==> config.mk <==
export PLATFORM = sky130hd
export DESIGN_NAME = bsg_clk_gen_pearl_tag_tx
export DESIGN_NICKNAME = d
export VERILOG_FILES = /design/src/rtl/bsg_clk_gen_pearl_pkg.sv /design/src/rtl/bsg_clk_gen_pearl_tag_tx_clk_div.sv /design/src/rtl/bsg_clk_gen_pearl_tag_tx.sv
export SDC_FILE = /design/constraint.sdc
export NUM_CORES = 1
export LEC_CHECK = 0
export CORE_ASPECT_RATIO = 0.75
export CORE_MARGIN = 10
export CORE_UTILIZATION = 40
export DETAILED_ROUTE_END_ITERATION = 8
export PLACE_DENSITY = 0.67
export SLEW_MARGIN = 20
export SYNTH_ARGS = -nofsm -noshare
export SYNTH_HDL_FRONTEND = slang
export SYNTH_SLANG_ARGS = --single-unit
==> constraint.sdc <==
create_clock -name clk_i -period 2.45 [get_ports clk_i]
set_clock_uncertainty 0.15 [all_clocks]
set_input_delay 0.3675 -clock clk_i [delete_from_list [all_inputs] [get_ports clk_i]]
set_output_delay 0.3675 -clock clk_i [all_outputs]
set_load 0.02 [all_outputs]
==> src/rtl/bsg_clk_gen_pearl_pkg.sv <==
// Shared types for the clock-generator pearl tag transmitter.
// RST_ONES/RST_ZEROS exist only when BSG_CLK_GEN_PEARL_TAG_TX_RESET_SEQ_EN is defined.
package bsg_clk_gen_pearl_pkg;

  // Field containers are sized for the widest supported build; narrower
  // builds zero-extend into them.
  localparam int pkt_payload_max_lp = 64;
  localparam int pkt_id_max_lp      = 16;
  localparam int pkt_len_max_lp     = 8;

  typedef struct packed {
    logic [pkt_payload_max_lp-1:0] payload;
    logic [pkt_id_max_lp-1:0]      node_id;
    logic                          data_not_reset;
    logic [pkt_len_max_lp-1:0]     len;
  } bsg_clk_gen_pearl_tag_tx_pkt_s;

  typedef enum logic [2:0] {
    IDLE,
    SEND,
    GAP
`ifdef BSG_CLK_GEN_PEARL_TAG_TX_RESET_SEQ_EN
    , RST_ONES
    , RST_ZEROS
`endif
  } bsg_clk_gen_pearl_tag_tx_state_e;

  function automatic int safe_clog2(input int x);
    return (x > 1) ? $clog2(x) : 1;
  endfunction

endpackage

==> src/rtl/bsg_clk_gen_pearl_tag_tx_clk_div.sv <==
// Free-running tag clock divider; fall_strobe marks the clk_i cycle in which
// tag_clk_o goes 1->0, which is the only cycle the transmitter may update pins.
module bsg_clk_gen_pearl_tag_tx_clk_div
  import bsg_clk_gen_pearl_pkg::*;
#(
  parameter int clk_div_p = 4
) (
  input  logic clk_i,
  input  logic reset_n_i,
  output logic tag_clk_o,
  output logic fall_strobe
);

  localparam int cnt_w_lp = safe_clog2(clk_div_p);
  localparam logic [cnt_w_lp-1:0] last_lp = cnt_w_lp'(clk_div_p - 1);

  logic [cnt_w_lp-1:0] cnt;
  logic                wrap;

  assign wrap        = (cnt == last_lp);
  assign fall_strobe = wrap & tag_clk_o;

  always_ff @(posedge clk_i or negedge reset_n_i) begin
    if (!reset_n_i) begin
      cnt       <= '0;
      tag_clk_o <= 1'b0;
    end else if (wrap) begin
      cnt       <= '0;
      tag_clk_o <= ~tag_clk_o;
    end else begin
      cnt <= cnt + 1'b1;
    end
  end

endmodule

==> src/rtl/bsg_clk_gen_pearl_tag_tx.sv <==
// BSG tag packet serializer for the clock-generator pearl, LSB-first per field.
// Define BSG_CLK_GEN_PEARL_TAG_TX_RESET_SEQ_EN to emit the master reset sequence after reset.
module bsg_clk_gen_pearl_tag_tx
  import bsg_clk_gen_pearl_pkg::*;
#(
  parameter int tag_els_p               = 16,
  parameter int tag_max_payload_width_p = 8,
  parameter int clk_div_p               = 4,
  parameter int gap_bits_p              = 1,
  parameter int reset_bits_p            = 64,
  localparam int lg_els_lp   = safe_clog2(tag_els_p),
  localparam int lg_width_lp = safe_clog2(tag_max_payload_width_p + 1)
) (
  input  logic                               clk_i,
  input  logic                               reset_n_i,
  input  logic                               v_i,
  output logic                               ready_and_o,
  input  logic [lg_els_lp-1:0]               node_id_i,
  input  logic                               data_not_reset_i,
  input  logic [lg_width_lp-1:0]             len_i,
  input  logic [tag_max_payload_width_p-1:0] payload_i,
  output logic                               tag_clk_o,
  output logic                               tag_data_o,
  output logic                               tag_en_o,
  output logic                               busy_o
);

  localparam int hdr_lp   = 2 + lg_width_lp + lg_els_lp;
  localparam int sr_w_lp  = hdr_lp + tag_max_payload_width_p;
  localparam int cnt_max_lp = (sr_w_lp > gap_bits_p)
                            ? ((sr_w_lp > reset_bits_p) ? sr_w_lp : reset_bits_p)
                            : ((gap_bits_p > reset_bits_p) ? gap_bits_p : reset_bits_p);
  localparam int cnt_w_lp = safe_clog2(cnt_max_lp);
  localparam logic [cnt_w_lp-1:0] gap_load_lp = cnt_w_lp'(gap_bits_p - 1);

`ifdef BSG_CLK_GEN_PEARL_TAG_TX_RESET_SEQ_EN
  localparam logic [cnt_w_lp-1:0] rst_load_lp = cnt_w_lp'(reset_bits_p - 1);
  localparam bsg_clk_gen_pearl_tag_tx_state_e reset_state_lp = RST_ONES;
`else
  localparam logic [cnt_w_lp-1:0] rst_load_lp = '0;
  localparam bsg_clk_gen_pearl_tag_tx_state_e reset_state_lp = IDLE;
`endif

  bsg_clk_gen_pearl_tag_tx_state_e state;
  bsg_clk_gen_pearl_tag_tx_pkt_s   pkt;
  logic [lg_width_lp-1:0]          len_c;
  logic [sr_w_lp-1:0]              vec, shift;
  logic [cnt_w_lp-1:0]             cnt, cnt_load;
  logic                            fall, accept;

  bsg_clk_gen_pearl_tag_tx_clk_div #(.clk_div_p(clk_div_p)) div (
    .clk_i       (clk_i),
    .reset_n_i   (reset_n_i),
    .tag_clk_o   (tag_clk_o),
    .fall_strobe (fall)
  );

  assign accept = v_i & ready_and_o & (state == IDLE);

  // Flatten the request into wire order: start, len, dnr, node_id, payload.
  always_comb begin
    pkt = '0;
    pkt.payload[tag_max_payload_width_p-1:0] = payload_i;
    pkt.node_id[lg_els_lp-1:0]               = node_id_i;
    pkt.data_not_reset                       = data_not_reset_i;
    pkt.len[lg_width_lp-1:0]                 = len_i;
    if (pkt.len > pkt_len_max_lp'(tag_max_payload_width_p))
      len_c = lg_width_lp'(tag_max_payload_width_p);
    else
      len_c = pkt.len[lg_width_lp-1:0];
    vec = '0;
    vec[0]                               = 1'b1;
    vec[1 +: lg_width_lp]                = len_c;
    vec[1 + lg_width_lp]                 = pkt.data_not_reset;
    vec[2 + lg_width_lp +: lg_els_lp]    = pkt.node_id[lg_els_lp-1:0];
    vec[hdr_lp +: tag_max_payload_width_p] = pkt.payload[tag_max_payload_width_p-1:0];
    cnt_load = cnt_w_lp'(hdr_lp - 1) + cnt_w_lp'(len_c);
  end

  always_ff @(posedge clk_i or negedge reset_n_i) begin
    if (!reset_n_i) begin
      state       <= reset_state_lp;
      cnt         <= rst_load_lp;
      shift       <= '0;
      tag_data_o  <= 1'b0;
      tag_en_o    <= 1'b0;
      ready_and_o <= 1'b0;
      busy_o      <= 1'b0;
    end else begin
      case (state)
        IDLE: begin
          if (fall) begin
            tag_data_o <= 1'b0;
            tag_en_o   <= 1'b0;
          end
          if (accept) begin
            shift       <= vec;
            cnt         <= cnt_load;
            state       <= SEND;
            ready_and_o <= 1'b0;
            busy_o      <= 1'b1;
          end else begin
            ready_and_o <= 1'b1;
            busy_o      <= 1'b0;
          end
        end
        SEND: if (fall) begin
          tag_data_o <= shift[0];
          tag_en_o   <= 1'b1;
          shift      <= shift >> 1;
          if (cnt == '0) begin
            state <= GAP;
            cnt   <= gap_load_lp;
          end else begin
            cnt <= cnt - 1'b1;
          end
        end
        // Reopening during the last gap bit lets a waiting packet start on the next fall.
        GAP: if (fall) begin
          tag_data_o <= 1'b0;
          tag_en_o   <= 1'b1;
          if (cnt == '0) begin
            state       <= IDLE;
            ready_and_o <= 1'b1;
            busy_o      <= 1'b0;
          end else begin
            cnt <= cnt - 1'b1;
          end
        end
`ifdef BSG_CLK_GEN_PEARL_TAG_TX_RESET_SEQ_EN
        RST_ONES: begin
          busy_o <= 1'b1;
          if (fall) begin
            tag_data_o <= 1'b1;
            tag_en_o   <= 1'b1;
            if (cnt == '0) begin
              state <= RST_ZEROS;
              cnt   <= rst_load_lp;
            end else begin
              cnt <= cnt - 1'b1;
            end
          end
        end
        RST_ZEROS: begin
          busy_o <= 1'b1;
          if (fall) begin
            tag_data_o <= 1'b0;
            tag_en_o   <= 1'b1;
            if (cnt == '0) begin
              state       <= IDLE;
              ready_and_o <= 1'b1;
              busy_o      <= 1'b0;
            end else begin
              cnt <= cnt - 1'b1;
            end
          end
        end
`endif
        default: state <= IDLE;
      endcase
    end
  end

endmodule

== Word-level counts from Yosys, hierarchy flattened ==
Cells that the tools add are included.
W data, S select, Z words.
Storage, ports and cells
  register bits after elaboration: 34
  input port bits: 20
  logic and storage cells: 74
Cells by class
  add/subtract/negate cells: 3
  muxes and demuxes: 30
  equality and inequality tests: 12
  bitwise logic cells: 4
  reductions and logical operators: 15
  magnitude comparators: 1
Operators with widths (count)
  $mux W18: 2
  $pmux W18 S2: 1
  $mux W6: 5
  $pmux W6 S3: 1
  $mux W3: 5
  $reduce_and A3 Y1: 4
  $ne A2 B1 Y1 const B: 5
  $reduce_and A5 Y1: 2
  $mux W1: 9
  $pmux W3 S3: 1
  $ne A2 B2 Y1 const B: 4
  $pmux W1 S2: 4
  $reduce_bool A2 Y1: 4
  $logic_not A6 Y1: 1
  $sub A6 B1 Y6 const B: 1
  $add A4 B4 Y5 const A: 1
  $gt A4 B4 Y1 const B: 1
  $mux W4: 1
  $reduce_or A2 Y1: 2
  $and A1 B1 Y1: 3
  $eq A3 B1 Y1 const B: 1
  $eq A3 B2 Y1 const B: 1
  $logic_not A3 Y1: 1
  $reduce_bool A3 Y1: 1
  4 further kinds: 4

== Depth between registers and ports, before layout ==
Gate-level depths: netlist (run 1).
  depth after elaboration: 5
  mapped depth: 9
  depth with buffers taken out: 7

== By module ==
A second synthesis (run 1) with hierarchy kept.
Unflattened totals
  cells, all modules: 188
  area total of the unflattened synthesis: 1796.7 sq um
Modules (own cells, without submodules)
  bsg_clk_gen_pearl_tag_tx: cells each 181, sequential area each 750.7 sq um, instances 1, area an instance 1689.1 sq um
  bsg_clk_gen_pearl_tag_tx_clk_div: cells each 7, sequential area each 75.1 sq um, instances 1, area an instance 107.6 sq um

== Worst setup path after synthesis (run 1) ==
OpenSTA, ideal clock, no wires.
  path kind: reg2reg
  from: register state[0]
  to: register cnt[4]
  arrival time: 1.469 ns
  buffers on the path: 2
  stages on the path, launching flop included: 8
  data required time: 2.179 ns
  path slack: 0.710 ns
  period minus slack after synthesis: 1.740 ns
  setup time: 0.121 ns
  cell sequence: dfrtp_1 > inv_1 > ha_1 > buf_2 > a22oi_4 > nand4b_1 > buf_2 > a22o_1
Between the ends
  word-level cells in the longest chain between the ends: 4
  elaborated cells between the ends (all ways): 11
RTL lines
  start, declared: RTL line bsg_clk_gen_pearl_tag_tx.sv:44  | bsg_clk_gen_pearl_tag_tx_state_e state;
  start signal, assigned: RTL line bsg_clk_gen_pearl_tag_tx.sv:82  | state <= reset_state_lp;
  $logic_not A3 Y1: RTL line bsg_clk_gen_pearl_tag_tx.sv:58, bsg_clk_gen_pearl_tag_tx.sv:90
  $and A1 B1 Y1: RTL line bsg_clk_gen_pearl_tag_tx.sv:58  | assign accept = v_i & ready_and_o & (state == IDLE);
  $ne A2 B2 Y1 (no line)
  $reduce_and A5 Y1 (no line)
  end signal, assigned: RTL line bsg_clk_gen_pearl_tag_tx.sv:83  | cnt <= rst_load_lp;
  end signal, assigned: RTL line bsg_clk_gen_pearl_tag_tx.sv:98  | cnt <= cnt_load;
  end signal, assigned: RTL line bsg_clk_gen_pearl_tag_tx.sv:113  | cnt <= gap_load_lp;
  end, declared: RTL line bsg_clk_gen_pearl_tag_tx.sv:48  | logic [cnt_w_lp-1:0] cnt, cnt_load;
Several ways; a longest one is shown, not always the timed one.
A chain may end at the register's enable or synchronous reset.

== Worst setup path after layout (run 1) ==
  from: register state[0]
  to: register cnt[5]
The elaborated chain is that of the path after synthesis.

==> results of run 1 <==
[area by class of cell]
class	count	area share [%]
clock buffer	5	3.159
clock inverter	3	2.987
inverter	9	1.551
multi-input combinational	130	38.83
sequential	33	37.91
tap	55	3.159
timing repair buffer	28	12.41
[cells in the mapped netlist (2+ instances only)]
cell and instances:
sky130_fd_sc_hd__xor2_1 2, sky130_fd_sc_hd__dfrtp_1 33, sky130_fd_sc_hd__o21a_1 2, sky130_fd_sc_hd__o21ai_0 12
sky130_fd_sc_hd__buf_2 6, sky130_fd_sc_hd__ha_1 9, sky130_fd_sc_hd__mux2i_1 16, sky130_fd_sc_hd__mux2_2 2
sky130_fd_sc_hd__o21ai_1 4, sky130_fd_sc_hd__nor2b_1 4, sky130_fd_sc_hd__nand2_1 8, sky130_fd_sc_hd__inv_1 9
sky130_fd_sc_hd__nand3_1 2, sky130_fd_sc_hd__a21oi_1 21, sky130_fd_sc_hd__buf_6 2, sky130_fd_sc_hd__nor2_1 28
sky130_fd_sc_hd__nor3_1 3
[power by group]
part / switching (W) / internal [W] / leakage [nW] / total [W]
registers: 0.000161 / 0.000797 / 0.386 / 0.000958
clock network: 0.000213 / 0.000404 / 0.0681 / 0.000617
logic: 0.000826 / 0.000646 / 0.496 / 0.00147
[sequential cells by signal (all words and copies together), names as in the netlist]
name           count
div.tag_clk_o      1
div.cnt            2
busy_o             1
tag_data_o         1
ready_and_o        1
state              2
shift             18
cnt                6
tag_en_o           1
[routing by layer]
layer  routed length, µm  vias to the layer above
met1                1763                      635
met4                  71                        0
met2                1520                       20
met5                   0                        -
li1                    -                      679
met3                 169                        7
[path summary, 6_finish.rpt]
kind / start / endpoint / slack, ns / cells after the start
max: state[0]$_DFFE_PN0P_ / cnt[5]$_DFFE_PN0P_ / 0.52 / 6
max in group asynchronous: reset_n_i / shift[4]$_DFFE_PN0P_ / 1.52 / 2
min: div.cnt[0]$_DFF_PN0_ / div.cnt[0]$_DFF_PN0_ / 0.29 / 1
min reg2reg: div.cnt[0]$_DFF_PN0_ / div.cnt[0]$_DFF_PN0_ / 0.29 / 1
min in group asynchronous: reset_n_i / shift[15]$_DFFE_PN0P_ / 0.33 / 2
max reg2reg: state[0]$_DFFE_PN0P_ / cnt[5]$_DFFE_PN0P_ / 0.52 / 6
[through the flow]
step / hold WS, ns / setup slack (ns) / power [W]
after floorplan: -0.07809 / 0.7100 / 0.002141
after global placement: 0.2737 / 0.4002 / 0.002422
after detailed placement: 0.2785 / 0.3488 / 0.002448
after CTS: 0.2886 / 0.5104 / 0.003081
after global routing: 0.3268 / 0.3013 / 0.003327
final: 0.2901 / 0.5221 / 0.003048
[cell families after synthesis]
family	after synthesis	share of synthesized area, %
flops	33	46.68
fa+ha+maj	9	6.365
xor+xnor	2	0.9903
compound gates	48	16.05
simple gates	53	14.07
buf+inv	19	5.516
mux	18	10.33
==> reports/qor.json, run 1 <==
{
  "fillers": {"value": 419},
  "detail_route.wl_per_cell": {"value": 13.40, "unit": "µm"},
  "seq_area": {"value": 825.8, "unit": "µm²"},
  "port_buffers": {"value": 24},
  "antenna_left": {"value": 0},
  "report.final.hold_viol_count": {"value": 0},
  "core": {"value": 0.004154, "unit": "mm²"},
  "gr-usage-met3": {"value": 3.894, "unit": "%"},
  "run_status": {"value": "finished clean"},
  "tritoncts": {"value": "done"},
  "cts_root_buffer": {"value": "sky130_fd_sc_hd__clkbuf_8"},
  "postPlaceCellArea": {"value": 0.002044, "unit": "mm²"},
  "drc": {"value": 0},
  "grt_start_max_net_pins": {"value": 36},
  "post-dp-hpwl": {"value": 2.479, "unit": "mm"},
  "number_of_enable_flip_flop_cells_after_synthesis": {"value": 0},
  "critical-path-slowest-cell": {"value": "sky130_fd_sc_hd__dfrtp_1"},
  "cts.htree.levels": {"value": 2},
  "viasPerCell": {"value": 5.099},
  "globalRouteMet2Util": {"value": 14.27, "unit": "%"},
  "cts.repair_timing.setup_buffer_count": {"value": 0},
  "finalMaxSlewViolations": {"value": 0},
  "p_per_area": {"value": 1399, "unit": "mW/mm²"},
  "first_pass_drt_iterations": {"value": 4},
  "critPathRequiredTime": {"value": 2.49, "unit": "ns"},
  "post-synth-top-area-fraction": {"value": 46.68, "unit": "%"},
  "grt_overflow": {"value": 0},
  "layout_commonest_cell": {"value": "sky130_fd_sc_hd__dfrtp_1"},
  "diodes": {"value": 0},
  "chipWidth": {"value": 96.80, "unit": "µm"},
  "detailroute.via_count": {"value": 1341},
  "crit_chain": {"value": "inv_1 > ha_1 > a22oi_4 > nand4b_1 > buf_4 > o41ai_1"},
  "shortest_period_the_worst_path_allows": {"value": 1.928, "unit": "ns"},
  "floorplan.rows": {"value": 20},
  "cts_sinks": {"value": 33},
  "drt-initial-drc-count": {"value": 69},
  "layout.cell_area.non_filler": {"value": 0.002178, "unit": "mm²"},
  "postSynthCellCount": {"value": 182},
  "type_of_the_worst_setup_path": {"value": "reg2reg"},
  "synth.cell_area": {"value": 0.001769, "unit": "mm²"},
  "critical_path_startpoint_category": {"value": "flip-flop"},
  "worstMarginPinSlew": {"value": 0.4219, "unit": "ns"},
  "slew_headroom": {"value": 71.87, "unit": "%"},
  "critical_path.n_buffers_inverters": {"value": 2},
  "hold_buffers": {"value": 0},
  "path_max_fanout": {"value": 12},
  "finish.utilization": {"value": 52.44, "unit": "%"},
  "io-pin-count": {"value": 25},
  "cts-buffers-inserted": {"value": 5},
  "area.growth.synth_to_final": {"value": 23.13, "unit": "%"},
  "finalWirelength": {"value": 3.525, "unit": "mm"},
  "synth_sequential_area_ratio": {"value": 46.68, "unit": "%"},
  "top_usage_layer": {"value": "met2"},
  "initial_antenna_violation_count": {"value": 0},
  "ys_warn_count": {"value": 0},
  "design.die.area": {"value": 0.007511, "unit": "mm²"},
  "cp-end-kind": {"value": "flip-flop"},
  "critical_path_arrival": {"value": 1.96, "unit": "ns"},
  "clk_pin_slew_worst_paths": {"value": 0.07, "unit": "ns"},
  "grt_setup_unrepaired": {"value": "false"},
  "layout.nets": {"value": 236},
  "synth_async_sr_flop_share": {"value": 100.0, "unit": "%"},
  "clock_network_latency_to_the_later_pin_of_the_worst_skew_pair": {"value": 0.29, "unit": "ns"},
  "clock_tree.buffer_depth": {"value": 2},
  "ys_top_cells_by_area": {"value": "sky130_fd_sc_hd__dfrtp_1, sky130_fd_sc_hd__mux2i_1, sky130_fd_sc_hd__ha_1"},
  "post_cts_resize_count": {"value": 0},
  "worstHoldPathType": {"value": "reg2reg"},
  "gp_congestion": {"value": 0.7734},
  "syn_area_per_cell": {"value": 9.721, "unit": "µm²"},
  "global_route.usage.met1": {"value": 12.48, "unit": "%"},
  "layout_common_cells": {"value": "sky130_fd_sc_hd__dfrtp_1, sky130_fd_sc_hd__nor2_1, sky130_fd_sc_hd__clkdlybuf4s50_1"},
  "yosysTopAreaCell": {"value": "sky130_fd_sc_hd__dfrtp_1"},
  "dieHeight": {"value": 77.60, "unit": "µm"},
  "synth_cell_types": {"value": 36},
  "finalNonFillerCells": {"value": 263},
  "layout_cell_share_with_drive_strength_beyond_1": {"value": 8.173, "unit": "%"},
  "final-setup-viol-count": {"value": 0},
  "yosys_register_bits": {"value": 33},
  "tns": {"value": 0, "unit": "ns"},
  "crit_path_max_incr_delay": {"value": 0.39, "unit": "ns"},
  "synth-main-ff-cell": {"value": "sky130_fd_sc_hd__dfrtp_1"},
  "area_of_the_multi_input_gates": {"value": 845.8, "unit": "µm²"},
  "synth_nets": {"value": 211},
  "timing.critical_path.max_delay_family": {"value": "compound AO/OA/AOI/OAI gates"},
  "max_clock_freq": {"value": 0.5187, "unit": "GHz"},
  "max_cap_violations": {"value": 0},
  "min_period_over_period": {"value": 78.69, "unit": "%"},
  "grt_pass1_vias": {"value": 1349},
  "wire_length_of_the_first_global_routing_pass": {"value": 6.244, "unit": "mm"},
  "vdd_drop_max": {"value": 0.5537, "unit": "mV"},
  "leakagePower": {"value": 0.9508, "unit": "nW"},
  "groute.usage.overall": {"value": 9.939, "unit": "%"},
  "place.detailed.instances": {"value": 255},
  "start_util": {"value": 42.59, "unit": "%"}
}
No activity file was read; power rests on OpenSTA's default activity.
==> inputs of run 2 (changes only) <==
--- a/config.mk
+++ b/config.mk
@@ -9,7 +9,7 @@
 export CORE_MARGIN = 10
 export CORE_UTILIZATION = 40
 export DETAILED_ROUTE_END_ITERATION = 8
-export PLACE_DENSITY = 0.67
+export PLACE_DENSITY = 0.69
 export SLEW_MARGIN = 20
 export SYNTH_ARGS = -nofsm -noshare
 export SYNTH_HDL_FRONTEND = slang
==> constraint.sdc (replaced) <==
create_clock -name clk_i -period 1.7 [get_ports clk_i]
set_clock_uncertainty 0.15 [all_clocks]
set_input_delay 0.255 -clock clk_i [delete_from_list [all_inputs] [get_ports clk_i]]
set_output_delay 0.255 -clock clk_i [all_outputs]
set_load 0.02 [all_outputs]
==> run 2 against run 1 <==
- critical path depth grew 2
- the flow now finishes with violations (setup timing)
- register-to-register slack got worse by 0.61 ns
- clock power fell by 8.8%
- largest cell class unchanged
- total power is 75% higher
- sequential power up 47%
- largest power group unchanged
- combinational power increased by 130%
- die area did not move
- maximum frequency increased by 8.0%
- first-iteration DRC count down 35%
==> reports/qor.json, run 2 (synthesized netlist as in run 1, its figures left out) <==
{
  "run_status": {"value": "complete, but fails checks", "change": "was finished clean"},
  "violations_in_the_final_reports": {"value": "setup timing"},
  "groute.usage.overall": {"value": 11.28, "unit": "%", "change": "was 9.939%"},
  "area_of_the_multi_input_gates": {"value": 989.7, "unit": "µm²", "change": "was 845.8 µm²"},
  "slew_headroom": {"value": 74.11, "unit": "%", "change": "was 71.87%"},
  "finalMaxSlewViolations": {"value": 0, "change": "unchanged"},
  "depth_of_the_most_critical_reg_to_reg_path": {"value": 8, "change": "was 6"},
  "post-place-ws": {"value": -0.2010, "unit": "ns", "change": "was 0.3488 ns"},
  "diodes": {"value": 0, "change": "unchanged"},
  "top_register": {"value": "shift", "change": "unchanged"},
  "layout_common_cells": {"value": "sky130_fd_sc_hd__dfrtp_1, sky130_fd_sc_hd__buf_4, sky130_fd_sc_hd__nor2_1", "change": "was sky130_fd_sc_hd__dfrtp_1, sky130_fd_sc_hd__nor2_1, sky130_fd_sc_hd__clkdlybuf4s50_1"},
  "cts-buffers-inserted": {"value": 5, "change": "unchanged"},
  "core": {"value": 0.004154, "unit": "mm²", "change": "unchanged"},
  "leakagePower": {"value": 1.141, "unit": "nW", "change": "was 0.9508 nW"},
  "global_route.usage.met1": {"value": 14.27, "unit": "%", "change": "was 12.48%"},
  "initial_antenna_violation_count": {"value": 0, "change": "unchanged"},
  "tritoncts": {"value": "done", "change": "unchanged"},
  "drt-initial-drc-count": {"value": 45, "change": "was 69"},
  "port_buffers": {"value": 24, "change": "unchanged"},
  "worstHoldPathType": {"value": "in2async", "change": "was reg2reg"},
  "crit_path_max_incr_delay": {"value": 0.40, "unit": "ns", "change": "was 0.39 ns"},
  "gp_congestion": {"value": 0.8274, "change": "was 0.7734"},
  "detailroute.via_count": {"value": 1506, "change": "was 1341"},
  "critPathRequiredTime": {"value": 1.72, "unit": "ns", "change": "was 2.49 ns"},
  "design_power_total": {"value": 0.005321, "unit": "W", "change": "was 0.003048 W"},
  "grt_overflow": {"value": 0, "change": "unchanged"},
  "detail_route.wl_per_cell": {"value": 14.71, "unit": "µm", "change": "was 13.40 µm"},
  "critical-path-slowest-cell": {"value": "sky130_fd_sc_hd__dfrtp_1", "change": "unchanged"},
  "top_usage_layer": {"value": "met2", "change": "unchanged"},
  "grt_pass1_vias": {"value": 1510, "change": "was 1349"},
  "grt_start_max_net_pins": {"value": 34, "change": "was 36"},
  "hold_buffers": {"value": 0, "change": "unchanged"},
  "gr-usage-met3": {"value": 3.540, "unit": "%", "change": "was 3.894%"},
  "final-setup-viol-count": {"value": 6, "change": "was 0"},
  "post-dp-hpwl": {"value": 2.876, "unit": "mm", "change": "was 2.479 mm"},
  "shortest_period_the_worst_path_allows": {"value": 1.785, "unit": "ns", "change": "was 1.928 ns"},
  "type_of_the_worst_setup_path": {"value": "reg2reg", "change": "unchanged"},
  "start_util": {"value": 42.59, "unit": "%", "change": "unchanged"},
  "io-pin-count": {"value": 25, "change": "unchanged"},
  "cts_sinks": {"value": 33, "change": "unchanged"},
  "report.final.hold_viol_count": {"value": 0, "change": "unchanged"},
  "layout_commonest_cell": {"value": "sky130_fd_sc_hd__dfrtp_1", "change": "unchanged"},
  "layout_cell_share_with_drive_strength_beyond_1": {"value": 32.37, "unit": "%", "change": "was 8.173%"},
  "floorplan.rows": {"value": 20, "change": "unchanged"},
  "cp-end-kind": {"value": "flip-flop", "change": "unchanged"},
  "worstMarginPinSlew": {"value": 0.3849, "unit": "ns", "change": "was 0.4219 ns"},
  "area.growth.synth_to_final": {"value": 46.61, "unit": "%", "change": "was 23.13%"},
  "fillers": {"value": 349, "change": "was 419"},
  "layout.nets": {"value": 269, "change": "was 236"},
  "cp.depth": {"value": 8, "change": "was 6"},
  "timing.critical_path.max_delay_family": {"value": "simple AND/OR/NAND/NOR gates", "change": "was compound AO/OA/AOI/OAI gates"},
  "largest_reg_flops": {"value": 18, "change": "unchanged"},
  "design.die.area": {"value": 0.007511, "unit": "mm²", "change": "unchanged"},
  "grt_setup_unrepaired": {"value": "true", "change": "was false"},
  "min_period_over_period": {"value": 105.0, "unit": "%", "change": "was 78.69%"},
  "critical_path_startpoint_category": {"value": "flip-flop", "change": "unchanged"},
  "critical_path.n_buffers_inverters": {"value": 2, "change": "unchanged"},
  "clock_tree.buffer_depth": {"value": 2, "change": "unchanged"},
  "clock_network_latency_to_the_later_pin_of_the_worst_skew_pair": {"value": 0.28, "unit": "ns", "change": "was 0.29 ns"},
  "viasPerCell": {"value": 5.088, "change": "was 5.099"},
  "antenna_left": {"value": 0, "change": "unchanged"},
  "chipWidth": {"value": 96.80, "unit": "µm", "change": "unchanged"},
  "final.setup.worst_slack": {"value": -0.08524, "unit": "ns", "change": "was 0.5221 ns"},
  "clk_pin_slew_worst_paths": {"value": 0.07, "unit": "ns", "change": "about the same"},
  "max_cap_violations": {"value": 0, "change": "unchanged"},
  "top_regs": {"value": "shift: 18 flops, cnt: 6 flops", "change": "unchanged"},
  "dieHeight": {"value": 77.60, "unit": "µm", "change": "unchanged"},
  "finalWirelength": {"value": 4.355, "unit": "mm", "change": "was 3.525 mm"},
  "max_clock_freq": {"value": 0.5601, "unit": "GHz", "change": "was 0.5187 GHz"},
  "vdd_drop_max": {"value": 0.9989, "unit": "mV", "change": "was 0.5537 mV"},
  "path_max_fanout": {"value": 6, "change": "was 12"},
  "cts.htree.levels": {"value": 2, "change": "unchanged"},
  "cts_root_buffer": {"value": "sky130_fd_sc_hd__clkbuf_8", "change": "unchanged"},
  "p_per_area": {"value": 2051, "unit": "mW/mm²", "change": "was 1399 mW/mm²"},
  "wire_length_of_the_first_global_routing_pass": {"value": 7.155, "unit": "mm", "change": "was 6.244 mm"},
  "first_pass_drt_iterations": {"value": 4, "change": "unchanged"},
  "seq_area": {"value": 827.0, "unit": "µm²", "change": "was 825.8 µm²"},
  "drc": {"value": 0, "change": "unchanged"},
  "globalRouteMet2Util": {"value": 17.93, "unit": "%", "change": "was 14.27%"},
  "crit_chain": {"value": "inv_2 > ha_4 > nor3b_4 > nand3_1 > nand4b_1 > buf_6 > nor2_1 > a22o_1", "change": "was inv_1 > ha_1 > a22oi_4 > nand4b_1 > buf_4 > o41ai_1"},
  "critical_path_arrival": {"value": 1.81, "unit": "ns", "change": "was 1.96 ns"}
}
run 2: worst paths after layout:
path	endpoint	start	slack, ns
min	shift[15]$_DFFE_PN0P_	reset_n_i	0.19
max in group asynchronous	state[0]$_DFFE_PN0P_	reset_n_i	1.02
min in group clk_i	div.cnt[0]$_DFF_PN0_	div.cnt[0]$_DFF_PN0_	0.32
max reg2reg	cnt[4]$_DFFE_PN0P_	cnt[0]$_DFFE_PN0P_	-0.09
max	cnt[4]$_DFFE_PN0P_	cnt[0]$_DFFE_PN0P_	-0.09
min reg2reg	div.cnt[0]$_DFF_PN0_	div.cnt[0]$_DFF_PN0_	0.32
run 2: what timing repair did:
| item | CTS | global route |
|---|---|---|
| cloned | 2 | 1 |
| endpoints found under the setup margin | 27 | 26 |
| pin swaps | 8 | 12 |
| resized for setup | 30 | 19 |
| setup buffers | 3 | 4 |
run 2: cell type report:
| class | count | area share [%] |
|---|---|---|
| clock buffers | 6 | 2.798 |
| flip-flops and latches | 33 | 31.89 |
| clock inverters | 2 | 0.3859 |
| well taps | 55 | 2.653 |
| repair buffers | 61 | 22.72 |
| multi-input cells | 130 | 38.16 |
| inverters | 9 | 1.399 |
run 2: where the power goes:
group          total (W)  switching (W)  leakage, nW  internal, W
logic            0.00335        0.00164        0.711      0.00171
clock network   0.000563       0.000280       0.0450     0.000283
registers        0.00141       0.000256        0.385      0.00115
total            0.00532        0.00217         1.14      0.00315
run 2: routing by layer:
metal	up-vias	routed length [µm]	share of wire [%]
met5	-	0	0
met4	0	64	1.5
met3	7	184	4.2
met2	30	2058	47
met1	718	2048	47
li1	751	-	-
run 2: through the flow:
stage	instances	utilization (%)	setup TNS [ns]	hold WS (ns)	instance area (µm²)
6_report	296	62.44	-0.2854	0.1882	2594
5_1_grt	296	62.44	-0.9406	0.2015	2594
3_5_place_dp	278	54.10	-3.268	0.2803	2247
3_3_place_gp	278	54.10	-2.660	0.2697	2247
4_1_cts	291	60.21	-0.06171	0.1951	2501
2_1_floorplan	182	-	0	-0.1906	1789
